**config.mk**
```make
export PLATFORM = sky130hd
export DESIGN_NAME = emergency_preempt_ctrl_flat
export DESIGN_NICKNAME = d
export VERILOG_FILES = /design/src/rtl/emergency_preempt_if.sv /design/src/rtl/emergency_preempt_ctrl.sv /design/src/flat_wrapper.sv
export SDC_FILE = /design/constraint.sdc
export NUM_CORES = 1
export LEC_CHECK = 0
export ABC_AREA = 1
export CAP_MARGIN = 20
export CORE_MARGIN = 2
export CORE_UTILIZATION = 59
export CTS_CLUSTER_SIZE = 12
export DETAILED_ROUTE_END_ITERATION = 12
export PLACE_DENSITY_LB_ADDON = 0.05
export SYNTH_ARGS = -nofsm -noshare
export SYNTH_HDL_FRONTEND = slang
export SYNTH_SLANG_ARGS = --single-unit
```
**constraint.sdc**
```tcl
create_clock -name clk -period 2.35 [get_ports clk]
set_input_delay 0.705 -clock clk [delete_from_list [all_inputs] [get_ports clk]]
set_output_delay 0.705 -clock clk [all_outputs]
set_load 0.05 [all_outputs]
```
**src/rtl/emergency_preempt_if.sv**
```systemverilog
// emergency_preempt_if: tick, request and emergency-position signals between the controller and the signal top level
interface emergency_preempt_if;
  logic       tick;
  logic [3:0] em_sw;
  logic [1:0] cur_pos;
  logic [1:0] em_pos;
  logic       pos_select;
  logic       hold;
  logic       all_red;
  logic       em_led;
  modport master(output tick, em_sw, cur_pos, input em_pos, pos_select, hold, all_red, em_led);
  modport slave(input tick, em_sw, cur_pos, output em_pos, pos_select, hold, all_red, em_led);
endinterface

```
**src/rtl/emergency_preempt_ctrl.sv**
```systemverilog
// emergency_preempt_ctrl: debounced round-robin emergency preemption over the normal phase sequencer
module emergency_preempt_ctrl #(
  parameter int DEB_TICKS = 4,
  parameter int CLEAR_TICKS = 8,
  parameter int MIN_SERVE_TICKS = 12,
  parameter int RELEASE_TICKS = 8,
  parameter int CNT_W = 5
) (
  input logic clk,
  input logic rst,
  emergency_preempt_if.slave bus
);
  typedef enum logic [1:0] {IDLE, CLEAR, SERVE, RELEASE} state_t;
  localparam logic [CNT_W-1:0] DEB = CNT_W'(DEB_TICKS);
  state_t state, state_n;
  logic [3:0] sync1, sync2, req_valid;
  logic [3:0][CNT_W-1:0] deb;
  logic [CNT_W-1:0] timer;
  logic [1:0] grant, last_served, pick;
  logic pos_select, hold, all_red, em_led;
  always_ff @(posedge clk or posedge rst)
    if (rst) begin
      sync1 <= '0;
      sync2 <= '0;
      deb <= '0;
    end else begin
      sync1 <= bus.em_sw;
      sync2 <= sync1;
      if (bus.tick)
        for (int k = 0; k < 4; k++)
          deb[k] <= !sync2[k] ? '0 : deb[k] == DEB ? deb[k] : deb[k] + CNT_W'(1);
    end
  always_comb begin
    req_valid = '0;
    for (int k = 0; k < 4; k++) req_valid[k] = deb[k] == DEB;
  end
  // walk downward so the candidate closest after last_served wins
  always_comb begin
    pick = grant;
    for (int k = 4; k >= 1; k--)
      if (req_valid[last_served + 2'(k)]) pick = last_served + 2'(k);
  end
  always_comb begin
    state_n = state;
    if (bus.tick)
      case (state)
        IDLE:    if (|req_valid) state_n = pick == bus.cur_pos ? SERVE : CLEAR;
        CLEAR:   if (timer == CNT_W'(CLEAR_TICKS - 1)) state_n = SERVE;
        SERVE:   if (timer >= CNT_W'(MIN_SERVE_TICKS - 1) && !req_valid[grant]) state_n = RELEASE;
        default: if (timer == CNT_W'(RELEASE_TICKS - 1)) state_n = IDLE;
      endcase
  end
  always_ff @(posedge clk or posedge rst)
    if (rst) begin
      state <= IDLE;
      timer <= '0;
      grant <= '0;
      last_served <= 2'd3;
      pos_select <= 1'b0;
      hold <= 1'b0;
      all_red <= 1'b0;
      em_led <= 1'b0;
    end else begin
      state <= state_n;
      if (bus.tick) timer <= state_n != state ? '0 : &timer ? timer : timer + CNT_W'(1);
      if (state == IDLE && state_n != IDLE) grant <= pick;
      if (state == RELEASE && state_n == IDLE) last_served <= grant;
      pos_select <= state_n != IDLE;
      hold <= state_n != IDLE;
      all_red <= state_n == CLEAR || state_n == RELEASE;
      em_led <= state_n == IDLE ? 1'b0 : em_led ^ bus.tick;
    end
  assign bus.em_pos = grant;
  assign bus.pos_select = pos_select;
  assign bus.hold = hold;
  assign bus.all_red = all_red;
  assign bus.em_led = em_led;
endmodule

```
**src/flat_wrapper.sv**
```systemverilog
// flat-port wrapper written by rule: the top's interface ports become plain ports
module emergency_preempt_ctrl_flat 
#(
  parameter int DEB_TICKS = 4,
  parameter int CLEAR_TICKS = 8,
  parameter int MIN_SERVE_TICKS = 12,
  parameter int RELEASE_TICKS = 8,
  parameter int CNT_W = 5
)
  (clk, rst, bus_tick, bus_em_sw, bus_cur_pos, bus_em_pos, bus_pos_select, bus_hold, bus_all_red, bus_em_led);
  emergency_preempt_if bus_i ();
  input logic clk;
  input logic rst;
  input wire logic [$bits(bus_i.tick)-1:0] bus_tick;
  input wire logic [$bits(bus_i.em_sw)-1:0] bus_em_sw;
  input wire logic [$bits(bus_i.cur_pos)-1:0] bus_cur_pos;
  output wire logic [$bits(bus_i.em_pos)-1:0] bus_em_pos;
  output wire logic [$bits(bus_i.pos_select)-1:0] bus_pos_select;
  output wire logic [$bits(bus_i.hold)-1:0] bus_hold;
  output wire logic [$bits(bus_i.all_red)-1:0] bus_all_red;
  output wire logic [$bits(bus_i.em_led)-1:0] bus_em_led;
  assign bus_i.tick = bus_tick;
  assign bus_i.em_sw = bus_em_sw;
  assign bus_i.cur_pos = bus_cur_pos;
  assign bus_em_pos = bus_i.em_pos;
  assign bus_pos_select = bus_i.pos_select;
  assign bus_hold = bus_i.hold;
  assign bus_all_red = bus_i.all_red;
  assign bus_em_led = bus_i.em_led;
  emergency_preempt_ctrl #(.DEB_TICKS(DEB_TICKS), .CLEAR_TICKS(CLEAR_TICKS), .MIN_SERVE_TICKS(MIN_SERVE_TICKS), .RELEASE_TICKS(RELEASE_TICKS), .CNT_W(CNT_W)) u_core (.clk(clk), .rst(rst), .bus(bus_i));
endmodule
```
# After elaboration in Yosys (flattened, before gate mapping)
# Cells that the tools add are included.
# totals
ff_bits,42
output_inout_bits,6
wordCells,92
# classes
n_addsub,8
magnitude_cmp,6
n_eq_ne,17
n_mux,32
n_bitwise,1
reduce_logical,15
# ops
cell,count
5-bit two-way mux,10
"5-bit by 1-bit adder with 5-bit output, second input constant",5
"5-bit by 3-bit == test with 1-bit output, second input constant",5
2-bit two-way mux,10
"2-bit by 3-bit less-than comparator with 1-bit output, second input constant",5
1-bit binary-select mux with 2-bit select,5
2-bit AND reduction,5
"2-bit != test, second input constant",4
"2-bit == test, second input constant",3
1-bit two-way mux,6
2-bit case mux with 3 select lines,1
"5-bit by 4-bit greater-or-equal comparator with 1-bit output, second input constant",1
5-bit AND reduction,1
"2-bit adder, second input constant",2
"2-bit by 1-bit == test with 1-bit output, second input constant",2
2-bit zero test,2
4-bit OR reduction,1
1-bit logical AND,3
"2-bit by 1-bit adder with 2-bit output, second input constant",1
2-bit == test,1
"2-bit by 1-bit != test with 1-bit output, second input constant",1
2-bit != test,1
2-bit nonzero test,1
1-bit zero test,1
other kinds (2),2

# Logic depth before layout (Yosys ltp)
# Gate-level depths: netlist of the first run.
# logic_depth
depth_word,15
depth_mapped,23

# Least setup slack after synthesis of the first run
# OpenSTA, ideal clock, no wires.
# synth_path
kind,flip-flop to flip-flop
startpoint,register u_core.last_served[0]
endpoint,register u_core.last_served[0]
setup_ps,78
t_arrival_ps,1913
slack_ps,359
stages_incl_launch_ff,21
n_path_buf,1
synth_period_minus_slack_ps,1991
cell_sequence,dfstp_2 buf_4 inv_2 nand3_1 nand2_1 nand2_1 nand3_1 nand3_1 nand2_1 nand2_2 nand2_2 nand2_1 nand3_2 nand2_2 nand2_2 nand2_4 nand2_4 clkinv_4 nand3_2 nand2_1 nand2_1
# synth_via
elab_chain_len,13
word_cells_on_any_way,22
classes_between,add/sub: 3; eq/ne: 1; mux: 16; reduce/logical: 2
# synth_rtl
element,line_no,rtl
from (decl),emergency_preempt_ctrl.sv:19,"logic [1:0] grant, last_served, pick;"
from (signal assigned),emergency_preempt_ctrl.sv:67,if (state == RELEASE && state_n == IDLE) last_served <= grant;
2-bit adder / 1-bit binary-select mux with 2-bit select (equally long branches),emergency_preempt_ctrl.sv:41,if (req_valid[last_served + 2'(k)]) pick = last_served + 2'(k);
1-bit binary-select mux with 2-bit select / 1-bit two-way mux (equally long branches),emergency_preempt_ctrl.sv:41,
1-bit two-way mux (implied by the code) / 2-bit two-way mux (equally long branches),emergency_preempt_ctrl.sv:41,
2-bit two-way mux (2 in series),emergency_preempt_ctrl.sv:41,
2-bit two-way mux (*),emergency_preempt_ctrl.sv:41,
2-bit == test (*),emergency_preempt_ctrl.sv:47,IDLE: if (|req_valid) state_n = pick == bus.cur_pos ? SERVE : CLEAR;
2-bit two-way mux (*) (2 in series),emergency_preempt_ctrl.sv:47,
2-bit case mux with 3 select lines (*),emergency_preempt_ctrl.sv:46,case (state)
2-bit two-way mux (*),emergency_preempt_ctrl.sv:45,if (bus.tick)
via u_core.state_n[0],emergency_preempt_ctrl.sv:15,"state_t state, state_n;"
2-bit zero test (*),emergency_preempt_ctrl.sv:67,
1-bit logical AND (*),emergency_preempt_ctrl.sv:67,
# The timed path passes the listed nets; every way through them passes the cells marked *. The select of a mux whose other input is x is not followed.
# A chain may end at the register's enable or synchronous reset.

# Worst setup path in the final report of the first run
# Ends and elaborated chain as after synthesis.

==> results.toml, run 1 <==
[run_status]
run_status = "finished, final reports clean"

[sta]
fin_ws_ps = 55.8
drv_slew = 0
rsz0062_at_grt = "true"
hold_viol = 0
slew_headroom = 0.665
fmax_ghz = 0.436
fin_crit_sh = 0.976
clock_skew_ps = 12.0
final-setup-viol-count = 0
tightest_slew_ps = 502
fin_crit_ps = 2290
whs_ps = 349

[pwr]
powerDensity_mw_per_mm2 = 958
pwr-share-comb = 0.432
p_int_w = 0.00163
peakVddDrop_mv = 0.572
p_leak_nw = 1.44
p_switching_w = 0.00114
power_w = 0.00277
pwr-share-clk = 0.194
swShare = 0.412
pwr-share-seq = 0.374

[synth]
postSynthCellCount = 297
synthArstFlopShare = 1.00
synth_area_leaders = "dfrtp_1 (41%), nand2_1 (8.6%), inv_1 (7.6%)"
synth_edf_count = 0
seq_area_frac_synth = 0.436
syn_nets = 316
yosysTopAreaCell = "dfrtp_1"
syn_area_mm2 = 0.00236
ys_types = 30
syn-mean-instance-area_um2 = 7.94
synth_top_area_frac = 0.414
yosysMostFrequentCell = "nand2_1"
ys.flop_type = "dfrtp_1"
ys_seq_elements = 41
ys_top_cells_by_count = "nand2_1 (54), inv_1 (48), dfrtp_1 (39)"
yosys_warnings = 0

[clocking]
cts-root-buf = "clkbuf_8"
clk_latency_ps = 290
cts_sinks = 41
cts_hold_buf = 0
clk_pin_slew_ps = 80
htree_levels = 2
clock_path_buffers = 2
cts_tree = "done"
numCtsBuffers = 5

[placement]
placed_area_mm2 = 0.00259
post-dp-hpwl_um = 3270
gp_congestion = 0.817
dp_slack_ps = 82.2
io_buffers = 14

[routing]
wl_per_cell_um = 12.4
ant_nets = 0
firstDrtPassIters = 4
post_drt_via_cell_ratio = 5.34
wl_um = 4690
drt_iter0_markers = 159
dr_total_vias = 2018
drcViolationCount = 0

[worst_hold_path]
hp-class = "reg2reg"
hp-start = "u_core.sync1[2]"
hold_end = "u_core.sync2[2]"
hold_depth = 0

[critical_path]
crit_fanout = 7
crit_arrival_ps = 2520
crit_path_end_kind = "flop"
rr_endpoint = "u_core.last_served[0]"
required_ps = 2580
path_class = "reg2reg"
worstRegToRegCells = 19
reg2reg_slack_ps = 60
r2r_start = "u_core.last_served[0]"
start_kind = "flop"

[grt]
grt_antenna_before_repair = 0
grt_usage = 0.218
grt_pass1_wl_um = 7510
grt_pass1_vias = 1787
grt_max_degree = 42
overflow = 0

[floorplanning]
die_area_mm2 = 0.00452
placementRows = 22
core_mm2 = 0.00374
die_y_um = 67.2
start_util = 0.630
die_width_um = 67.2
ios = 15

[final_layout]
areaGrowthSynthToFinish_pct = 22.7
nNetsFinal = 349
insertedDiodeCount = 0
drive_gt1_frac = 0.242
stdcell_area_mm2 = 0.00289

[flow_run]
cap_viol_max_count = 0
==> timing repair <==
action	CTS	global route
endpoints found under the setup margin	0	12
buffers inserted	0	9
gates resized for setup	0	43
==> critical path, cell delays in order (launching register included) <==
cell	delay, ps
dfstp_2	690
inv_4	80
nand3_1	100
nand2_2	90
nand2_2	80
nand2_2	70
a21oi_2	140
nand2_2	70
nand2_2	80
nand2_2	70
nand2_2	80
nand3_4	90
nand2_2	80
nand2_2	60
nand2_4	110
nand2_4	70
clkinv_4	60
nand3_2	80
nand2_1	80
nand2_1	50
==> cells in the final DEF (no fill, tap or decap), types with 2 or more instances in the layout <==
master           Yosys  final
nand2_1             54     43
dfrtp_1             39     39
inv_1               48     36
nor2_1              25     25
nand3_1             29     24
o21ai_0             20     20
nand2_2             10     19
inv_2                3     14
buf_4                2     14
nor3_1              11     11
clkdlybuf4s50_1      0     11
nand3_2              4      8
a21oi_1              9      8
ha_1                10      8
xor2_1               6      5
clkbuf_8             0      5
nor3b_1              4      4
nand2_4              2      4
and3_1               4      4
nand4_1              3      3
o31ai_1              2      2
a21oi_2              1      2
ha_4                 0      2
dlymetal6s2s_1       0      2
dfstp_2              2      2
==> power groups by stage <==
stage / clock network, W / registers [W] / logic [W]
2_1_floorplan: 0 / 0.00111 / 0.000670
3_3_place_gp: 0 / 0.00102 / 0.000996
3_5_place_dp: 0 / 0.00102 / 0.00101
4_1_cts: 0.000552 / 0.00101 / 0.00102
5_1_grt: 0.000577 / 0.00106 / 0.00133
6_report: 0.000536 / 0.00104 / 0.00120
==> layout make-up <==
type | instances | area, µm²
Clock buffer | 5 | 68.8
Clock inverter | 2 | 35.0
Fill cell | 282 | 850
Inverter | 52 | 203
Multi-Input combinational cell | 201 | 1230
Sequential cell | 41 | 1030
Tap cell | 48 | 60.1
Timing Repair Buffer | 29 | 272
==> logic make-up after synthesis <==
kind of cell / after synthesis / share of synthesized area
AO/OA/AOI/OAI: 38 / 0.0939
XOR/XNOR: 7 / 0.0260
adder cells (fa/ha/maj): 10 / 0.0531
buffers and inverters: 55 / 0.0960
flip-flops: 41 / 0.436
AND/OR/NAND/NOR: 146 / 0.295
==> sequential cells by signal, indices dropped and copies added, names as in the netlist <==
| signal | flops |
|---|---|
| u_core.sync1 | 4 |
| u_core.bus.em_pos | 2 |
| u_core.bus.pos_select | 1 |
| u_core.last_served | 2 |
| u_core.bus.em_led | 1 |
| u_core.timer | 5 |
| u_core.state | 1 |
| u_core.bus.all_red | 1 |
| u_core.sync2 | 4 |
| u_core.deb | 20 |
==> through the flow <==
stage | util | setup TNS, ps | cells
floorplan | - | 0 | 297
detailed placement | 0.691 | 0 | 362
CTS | 0.719 | 0 | 369
global route | 0.773 | -201 | 378
finish | 0.773 | 0 | 378
global placement | 0.691 | 0 | 362
==> layer usage <==
| metal | wire (µm) | share of wire | GRT usage | vias up |
|---|---|---|---|---|
| li1 | - | - | - | 1023 |
| met4 | 60 | 0.013 | 0.0638 | 0 |
| met3 | 217 | 0.046 | 0.0433 | 9 |
| met1 | 2250 | 0.48 | 0.296 | 939 |
| met2 | 2170 | 0.46 | 0.354 | 47 |
| met5 | 0 | 0 | 0 | - |
==> how the worst max path moves through the flow <==
| stage | cells after the start | start | to |
|---|---|---|---|
| 2_1_floorplan | 20 | u_core.last_served[0] | u_core.last_served[0] |
| 3_3_place_gp | 9 | bus_tick | u_core.timer[0] |
| 3_5_place_dp | 9 | bus_tick | u_core.timer[0] |
| 4_1_cts | 1 | u_core.bus.em_pos[1] | bus_em_pos[1] |
| 5_1_grt | 19 | u_core.last_served[0] | u_core.last_served[0] |
| 6_report | 19 | u_core.last_served[0] | u_core.last_served[0] |
Note: power is estimated with default switching activity, not from simulation.
==> run 2: changes to the inputs <==
--- a/config.mk
+++ b/config.mk
@@ -8,9 +8,10 @@
 export ABC_AREA = 1
 export CAP_MARGIN = 20
 export CORE_MARGIN = 2
-export CORE_UTILIZATION = 59
+export CORE_UTILIZATION = 60
 export CTS_CLUSTER_SIZE = 12
 export DETAILED_ROUTE_END_ITERATION = 12
+export DONT_BUFFER_PORTS = 1
 export PLACE_DENSITY_LB_ADDON = 0.05
 export SYNTH_ARGS = -nofsm -noshare
 export SYNTH_HDL_FRONTEND = slang
==> run 2 against run 1 <==
Sequential share of layout area is 0.53 points higher. Clock skew is 1.7 ps higher. Worst setup slack better by 67 ps. Core utilization is 0.57 points lower. Non-clock buffer count is 5 lower. Clock power is 11% higher. Critical endpoint unchanged. Highest routed layer unchanged.
==> results.toml, run 2 (same netlist as run 1, synthesis figures left out) <==
[run_status]
run_status = "finished, final reports clean"

[grt]
grt_antenna_before_repair = 0
grt_usage = 0.225
grt_pass1_vias = 1714
overflow = 0
grt_pass1_wl_um = 7490
grt_max_degree = 17

[worst_hold_path]
hp-class = "in2async"

[floorplanning]
placementRows = 22
die_width_um = 66.7
ios = 15
die_y_um = 66.7
die_area_mm2 = 0.00445
start_util = 0.635
core_mm2 = 0.00372

[sta]
tightest_slew_ps = 542
slew_headroom = 0.639
drv_slew = 0
rsz0062_at_grt = "true"
fin_ws_ps = 123
final-setup-viol-count = 0
fmax_ghz = 0.449
fin_crit_sh = 0.948
fin_setup_tns_ps = 0
whs_ps = 327
hold_viol = 0
clock_skew_ps = 13.7
fin_crit_ps = 2230

[clocking]
cts-root-buf = "clkbuf_8"
cts_tree = "done"
clk_latency_ps = 300
htree_levels = 2
cts_sinks = 41
clk_pin_slew_ps = 90
clock_path_buffers = 2
numCtsBuffers = 5

[final_layout]
mostFrequentLayoutCell = "nand2_1"
nNetsFinal = 344
insertedDiodeCount = 0
reg_top3 = "u_core.deb x20, u_core.timer x5"
areaGrowthSynthToFinish_pct = 20.9
largest_reg_flops = 20
multiInputGateArea_mm2 = 0.00126
drive_gt1_frac = 0.310
stdcell_area_mm2 = 0.00285
fill_cells = 277
final_core_util = 0.767
final_cell_mix = "nand2_1 (40), dfrtp_1 (39), inv_1 (36)"
final-seq-area_mm2 = 0.00103
largest_register = "u_core.deb"

[critical_path]
r2r_start = "u_core.last_served[0]"
reg2reg_slack_ps = 120
rr_endpoint = "u_core.last_served[0]"
worstRegToRegCells = 20
required_ps = 2590
setup.worst_path.start = "u_core.last_served[0]"
crit_path_end_kind = "flop"
path_class = "reg2reg"
crit_fanout = 5
start_kind = "flop"
crit_arrival_ps = 2460

[pwr]
powerDensity_mw_per_mm2 = 978
p_switching_w = 0.00116
p_int_w = 0.00163
pwr-share-comb = 0.413
swShare = 0.416
pwr-share-seq = 0.374
peakVddDrop_mv = 0.578
p_leak_nw = 1.40
pwr-share-clk = 0.214

[placement]
dp_slack_ps = 115
io_buffers = 0
post-dp-hpwl_um = 3380
placed_area_mm2 = 0.00244
gp_congestion = 0.849

[routing]
ant_nets = 0
wl_met3_um = 160
route.top_layer_used = "met4"
drt_iter0_markers = 99
dr_total_vias = 1997
wl_per_cell_um = 13.2
wl_met1_um = 2310
post_drt_via_cell_ratio = 5.34
wl_um = 4940
drcViolationCount = 0
firstDrtPassIters = 4
dr_wl_met2_um = 2420

[flow_run]
cap_viol_max_count = 0
## run 2: cell type report
cell class / instances / share of cell area
well taps: 48 / 0.0211
inverters: 52 / 0.0702
multi-input cells: 201 / 0.443
repair buffers: 24 / 0.0632
flip-flops and latches: 41 / 0.361
clock inverters: 2 / 0.0132
clock buffers: 6 / 0.0290
## run 2: what timing repair did
| item | in CTS | in global routing |
|---|---|---|
| gates resized for setup | 0 | 50 |
| setup buffers | 0 | 17 |
| hold buffers | 0 | 0 |
| setup endpoints to repair | 0 | 10 |
## run 2: power groups by stage
| stage | clock, W | sequential [W] | combinational [W] |
|---|---|---|---|
| global placement | 0 | 0.00105 | 0.000904 |
| finish | 0.000596 | 0.00104 | 0.00115 |
| global route | 0.000635 | 0.00106 | 0.00128 |
| floorplan | 0 | 0.00111 | 0.000670 |
| CTS | 0.000608 | 0.00104 | 0.000928 |
| detailed placement | 0 | 0.00105 | 0.000924 |
## run 2: critical path, cell delays in order (launching register included)
cell and delay [ps]:
dfstp_2 620, buf_4 150, nand3_2 70, nand2_2 90, nand2_2 70, nand2_1 70
nand3_1 80, nand2_1 80, nand2_1 60, nand2_1 80, nand2_1 70, nand2_2 80
nand3_2 80, nand2_2 80, nand2_2 60, nand2_4 120, nand2_4 70, clkinv_4 70
nand3_2 60, nand2_1 70, nand2_1 50
## run 2: worst max-delay path by stage
stage / endpoint / depth (start not counted)
final: u_core.last_served[0] / 20
after global routing: u_core.last_served[0] / 23
after CTS: u_core.last_served[1] / 21
after detailed placement: u_core.last_served[1] / 21
after global placement: u_core.last_served[0] / 18
after floorplan: u_core.last_served[0] / 20
## run 2: per-stage QoR
stage          total power (W)  std cells
5_1_grt                0.00297        374
6_report               0.00279        374
3_3_place_gp           0.00195        349
2_1_floorplan          0.00178        297
4_1_cts                0.00257        357
3_5_place_dp           0.00198        349
## run 2: layer usage
metal / vias to the layer above / track usage
met2: 27 / 0.358
met5: - / 0
met4: 0 / 0.0689
met3: 5 / 0.0557
met1: 952 / 0.304
li1: 1013 / -
